File: src/rtl/reg_file.sv
// reg_file: 32x32 register file with two registered read ports, write-back bypass and pending-write scoreboard
// Ports: clk/reset (sync, active-high); rd_valid, rs1_addr, rs2_addr, dst_en, dst_addr: operand-read request;
// rd_ready: combinational accept; out_valid, rs1_data, rs2_data: registered operands;
// wb_en, wb_addr, wb_data: write-back; busy: per-entry pending-write vector.
module reg_file #(
    parameter int WIDTH = 32,
    parameter int DEPTH = 32,
    parameter int AW    = 5
) (
    input  logic             clk,
    input  logic             reset,
    input  logic             rd_valid,
    input  logic [AW-1:0]    rs1_addr,
    input  logic [AW-1:0]    rs2_addr,
    input  logic             dst_en,
    input  logic [AW-1:0]    dst_addr,
    output logic             rd_ready,
    output logic             out_valid,
    output logic [WIDTH-1:0] rs1_data,
    output logic [WIDTH-1:0] rs2_data,
    input  logic             wb_en,
    input  logic [AW-1:0]    wb_addr,
    input  logic [WIDTH-1:0] wb_data,
    output logic [DEPTH-1:0] busy
);
    logic [WIDTH-1:0] mem_q [DEPTH];
    logic [WIDTH-1:0] mem_d [DEPTH];
    logic [DEPTH-1:0] busy_q, busy_d;
    logic             out_valid_q, out_valid_d;
    logic [WIDTH-1:0] rs1_q, rs1_d, rs2_q, rs2_d;
    logic             hit1, hit2, accept;
    logic [WIDTH-1:0] op1, op2;
    // Entry 0 is never written or claimed, so busy_q[0] and mem_q[0] stay zero.
    always_comb begin
        hit1     = wb_en && wb_addr == rs1_addr;
        hit2     = wb_en && wb_addr == rs2_addr;
        rd_ready = !((busy_q[rs1_addr] && !hit1) || (busy_q[rs2_addr] && !hit2));
        accept   = rd_valid && rd_ready;
        op1      = rs1_addr == '0 ? '0 : hit1 ? wb_data : mem_q[rs1_addr];
        op2      = rs2_addr == '0 ? '0 : hit2 ? wb_data : mem_q[rs2_addr];
        mem_d    = mem_q;
        if (wb_en && wb_addr != '0) mem_d[wb_addr] = wb_data;
        // A new claim supersedes a same-cycle write-back clear of that entry.
        busy_d = busy_q;
        if (wb_en) busy_d[wb_addr] = 1'b0;
        if (accept && dst_en && dst_addr != '0) busy_d[dst_addr] = 1'b1;
        out_valid_d = accept;
        rs1_d       = accept ? op1 : rs1_q;
        rs2_d       = accept ? op2 : rs2_q;
    end
    always_ff @(posedge clk) begin
        if (reset) begin
            for (int i = 0; i < DEPTH; i++) mem_q[i] <= '0;
            busy_q      <= '0;
            out_valid_q <= 1'b0;
            rs1_q       <= '0;
            rs2_q       <= '0;
        end else begin
            mem_q       <= mem_d;
            busy_q      <= busy_d;
            out_valid_q <= out_valid_d;
            rs1_q       <= rs1_d;
            rs2_q       <= rs2_d;
        end
    end
    assign out_valid = out_valid_q;
    assign rs1_data  = rs1_q;
    assign rs2_data  = rs2_q;
    assign busy      = busy_q;
endmodule

File: config.mk
export PLATFORM = sky130hd
export DESIGN_NAME = reg_file
export DESIGN_NICKNAME = d
export VERILOG_FILES = /design/src/rtl/reg_file.sv
export SDC_FILE = /design/constraint.sdc
export NUM_CORES = 2
export LEC_CHECK = 0
export ABC_AREA = 1
export CAP_MARGIN = 0
export CORE_MARGIN = 2
export CORE_UTILIZATION = 35
export CTS_BUF_LIST = sky130_fd_sc_hd__clkbuf_8
export DETAILED_ROUTE_END_ITERATION = 8
export PLACE_DENSITY = 0.57
export SLEW_MARGIN = 10
export SYNTH_ARGS = -nofsm -noshare
export SYNTH_HDL_FRONTEND = slang
export SYNTH_SLANG_ARGS = --single-unit
File: constraint.sdc
create_clock -name clk -period 2.6 [get_ports clk]
set_clock_uncertainty 0.15 [all_clocks]
set_input_delay 0.78 -clock clk [delete_from_list [all_inputs] [get_ports clk]]
set_output_delay 0.78 -clock clk [all_outputs]
set_load 0.1 [all_outputs]
# Word level (Yosys, flattened, before mapping)
# Index checks and enable logic that the tools add are counted.
# totals
ff_bits,1121
inputBits,57
# op_classes
n_lt_le_gt_ge,10
n_eq_ne,2
muxes,23
bitwise_logic,6
reduce_logical,19
# op_table
operator,count
bitwise mux 1024 bit,1
2-to-1 mux 32 bit,11
binary-select mux 32 bit (select 5 bit),2
demux 32 bit (select 5 bit),1
bitwise AND 32 bit,1
NOT 32 bit,1
OR 32 bit,1
"< comparator 5 x 6 -> 1 bit, second input constant",4
">= comparator 6 bit, second input constant",3
NOT 5 -> 6 bit,3
logical AND 1 bit,11
binary-select mux 1 bit (select 5 bit),2
demux 1 bit (select 5 bit),2
equality test 5 bit,2
">= comparator 5 x 1 -> 1 bit, second input constant",2
logical NOT 5 bit,2
nonzero test 5 bit,2
"< comparator 6 x 1 -> 1 bit, second input constant",1
2-to-1 mux 1 bit,4
logical NOT 1 bit,3
logical OR 1 bit,1

# Depth between registers and ports, before layout
# depth
word_depth,10
ltp_mapped,16

# Least setup slack after synthesis
# Ideal clock, no wire load.
# synth_path
kind,input to output
startpoint,input rs1_addr[3]
endpoint,output rd_ready
arrival_ps,2218
required_time_ps,1670
setup_slack_ps,-548
stages,8
path_cell_list,clkbuf_1 inv_2 nand2_1 a21oi_1 nand3_2 nand3_1 nand2_1 inv_1
# synth_via
elab_chain_cells,6
word_cells_on_any_way,8
classes_between,eq/ne (1); mux (2); reduce/logical (5)
# synth_rtl
item,line_no,text
start: declaration,13,"input logic [AW-1:0] rs1_addr,"
"parallel branches: the longest is 3 deep, another holds binary-select mux 1 bit (select 5 bit)",n/a,
logical AND 1 bit (*),37,rd_ready = !((busy_q[rs1_addr] && !hit1) || (busy_q[rs2_addr] && !hit2));
logical OR 1 bit (*),37,
logical NOT 1 bit (*),37,
end: declaration,17,"output logic rd_ready,"
# Mark *: on every way between the ends. The select of a mux whose other input is x is not followed.

# Worst setup path in the final report
# layout_path
startpoint,"register busy_q[3], in the netlist busy[3]"
endpoint,output rd_ready
# layout_via
elab_chain_cells,5
word_cells_on_any_way,8
classes_between,mux (4); reduce/logical (4)
# layout_rtl
item,line_no,text
start: declaration,28,"logic [DEPTH-1:0] busy_q, busy_d;"
start signal: assignment,60,busy_q <= busy_d;
binary-select mux 1 bit (select 5 bit),37,
2-to-1 mux 1 bit (not written as such),37,
logical AND 1 bit,37,
logical OR 1 bit (*),37,
logical NOT 1 bit (*),37,
# Mark *: on every way between the ends. The rest lies on a longest branch, timed or not. The select of a mux whose other input is x is not followed.

==> metrics.yaml <==
cells_and_area:
  fin_util: 0.435
  finalNonFillerCells: 11266
  design.final.nets: 8972
  layout-drive-gt1-share: 0.140
  synthToLayoutAreaGrowth_pct: 23.6
global_routing:
  gr-usage-met2: 0.455
  global_route_wire_length_before_repair_um: 392000
  m1_gr_usage: 0.411
  grt_use_total: 0.304
  first_global_vias: 59699
  top_usage_layer: "met2"
  remaining_global_route_overflow: 0
  largest_net_degree_at_the_start_of_global_routing: 118
  grt_antenna_before_repair: 8
  grtUsageMet3: 0.0580
synth:
  syn-instance-count: 8732
  synth.distinct_cells: 30
  synth_nets: 8789
  yosysTopAreaCellShare: 0.388
  post-synth-top-area-cell: "dfxtp_1"
  async_reset_ff_frac: 0
  synth_area_leaders: "dfxtp_1 (39%), o21ai_0 (19%), a21oi_1 (12%), nor2_1 (6.2%), nand2_1 (5.1%)"
  synth_seq_area_share: 0.388
  ys.flop_type: "dfxtp_1"
  yosysMostFrequentCell: "o21ai_0"
  ys_seq_elements: 1121
  synth_enable_flop_cells: 0
  synth.cells.most_frequent: "o21ai_0 (2141), a21oi_1 (1384), dfxtp_1 (1121), nor2_1 (959), nand2_1 (783)"
  synth.yosys.warnings: 0
  synthesis.area_per_instance_um2: 6.63
  syn_area_um2: 57900
place:
  globalplace.congestion: 0.969
  post-dp-hpwl_um: 178000
  numPortBuffers: 154
  dpl.cell_count: 10889
sta:
  hold_slack_ns: 0.0903
  timing_max_transition_violations_final: 0
  relSlewSlack: 0.485
  worst_slack_ns: -0.545
  final_critical_path_share_of_the_clock_period: 1.21
  timing_hold_violations_final: 0
  post-route-min-period_ns: 3.14
  achievable-frequency_mhz: 318
  grt_setup_unrepaired: "yes"
  worst_max_slew_pin_slew_ns: 0.770
  final-setup-viol-count: 5
routing:
  wl_per_cell_um: 23.7
  drc_errors_left: 0
  firstDrtPassIters: 6
  wirelength_um: 267000
  first_iter_violations: 8434
  vias_per_cell: 5.82
  dr_total_vias: 65610
  final_antenna_net_count: 0
power_and_ir_drop:
  clock_power_share: 0.406
  p_sw_frac: 0.312
  switching_power_mw: 12.8
  fin_total_pwr_mw: 41.1
  peakVddDrop_mv: 0.525
  power.leakage_nw: 28.0
  combinationalPowerShare: 0.164
  power.internal_mw: 28.2
  seq_power_share: 0.430
  p_per_area_nw_per_um2: 574
worst_setup_path:
  timing.critical_path.required_ns: 1.67
  worstSetupStartpoint: "busy[3]"
  worst-endpoint-arrival_ns: 2.21
  setup.worst_path.class: "reg -> out"
  critical_path.endpoint_type: "output port"
  critical_path_peak_fanout: 4
  critical_path.reg2reg.startpoint: "busy[3]"
  crit_path_start_kind: "flip-flop"
run_status:
  failed_checks: "negative setup slack"
  outcome: "complete, but fails checks"
floorplan:
  chipWidth_um: 411
  floorplan.initialDensity: 0.352
  core-area_um2: 165000
  die_y_um: 411
  rows: 149
  floorplan.die_area_um2: 169000
  top_level_ports: 155
run:
  cap_viol_max_count: 0
cts:
  number_of_clock_buffers_inserted_by_tritoncts: 189
  tritoncts_num_sinks: 1121
  clock-root-buffer: "clkbuf_8"
  number_of_buffers_added_to_fix_hold_violations_after_cts: 0
  clock_transition_at_the_register_clock_pins_on_the_worst_setup_and_hold_paths_after_cts_ns: 0.07
  cts_buffer_depth: 3
  cts_tree: "built"
  worstSkewPairLatency_ns: 0.95
  deepest_level_of_the_cts_h_tree: 4
worst_hold_path:
  worst_hold_startpoint: "reset"
  worst_hold_path_type: "in -> reg"
==> flip-flops by register name, indices dropped and copies added, names as in the netlist <==
name / flops
busy: 32
out_valid: 1
rs1_data: 32
rs2_data: 32
mem_q: 1024
==> through the flow <==
step | area, um^2 | setup slack, ns | TNS, ns
5_1_grt | 71600 | -0.661 | -1.03
2_1_floorplan | 58000 | -0.263 | -0.263
3_5_place_dp | 66600 | -0.896 | -455.30
6_report | 71600 | -0.545 | -0.665
4_1_cts | 71200 | -0.639 | -0.913
3_3_place_gp | 66600 | -0.874 | -427.93
==> placed cells by master, fill, tap and decap left out, types with 18 or more instances in the layout <==
master and n:
dfxtp_2 40, inv_1 585, a21oi_1 1384, buf_8 32, clkinv_2 18, o22ai_1 93, clkbuf_8 249, nor2_1 927
o211ai_1 171, o21ai_1 78, nor3_1 26, nand2_1 767, clkdlybuf4s50_1 43, buf_6 36, nand3_2 29, nand3_1 459
buf_4 496, dfxtp_1 1053, dfxtp_4 28, buf_12 264, nor2_4 25, o21ai_0 2140, a211oi_1 33
==> cell type report <==
cell class / count / area, um^2
Clock buffer: 249 / 3430
Tap cell: 2189 / 2740
Timing Repair Buffer: 876 / 10400
Antenna cell: 4 / 10.0
Multi-Input combinational cell: 6183 / 29900
Sequential cell: 1121 / 22600
Inverter: 544 / 2080
Clock inverter: 100 / 495
Fill cell: 16678 / 93100
==> path summary, 6_finish.rpt <==
| check | to | slack [ns] | cells past startpoint |
|---|---|---|---|
| min | mem_q[27] | 0.09 | 4 |
| max reg2reg | rs1_data[18] | 0.18 | 16 |
| min reg2reg | mem_q[998] | 0.28 | 2 |
| max | rd_ready | -0.54 | 10 |
==> cells by family after synthesis <==
family,count (synthesis),share of synthesized area
and+or+nand+nor,2261,0.158
DFF,1121,0.388
AOI/OAI and AO/OA,3922,0.351
buffers and inverters,1428,0.103
==> power by group through the flow <==
stage	registers (mW)	clock network [mW]	logic [mW]
final	17.7	16.7	6.73
after global routing	17.7	17.6	7.11
after CTS	17.7	16.8	6.56
after detailed placement	18.0	0	6.46
after global placement	18.0	0	6.44
after floorplan	18.4	0	3.14
==> critical path, cell delays in order (launching register included) <==
cell,delay (ns)
dfxtp_4,0.40
nand2_2,0.06
nand3_1,0.08
nand3_1,0.09
nand2_1,0.08
nand2_1,0.06
nand3_2,0.08
nand3_2,0.08
nand2_4,0.08
clkinvlp_4,0.09
buf_12,0.17
==> per-layer routing <==
metal  wire [um]  vias to the layer above
met5          45                        -
met1      109000                    30638
met4       16100                        2
met3       28600                      768
met2      113000                     3914
li1            -                    30288
==> what timing repair did <==
item	CTS	global route
setup buffers	10	14
endpoints found under the setup margin	86	8
pin swaps	14	30
resized for setup	207	55
(Power assumes the default switching activity.)
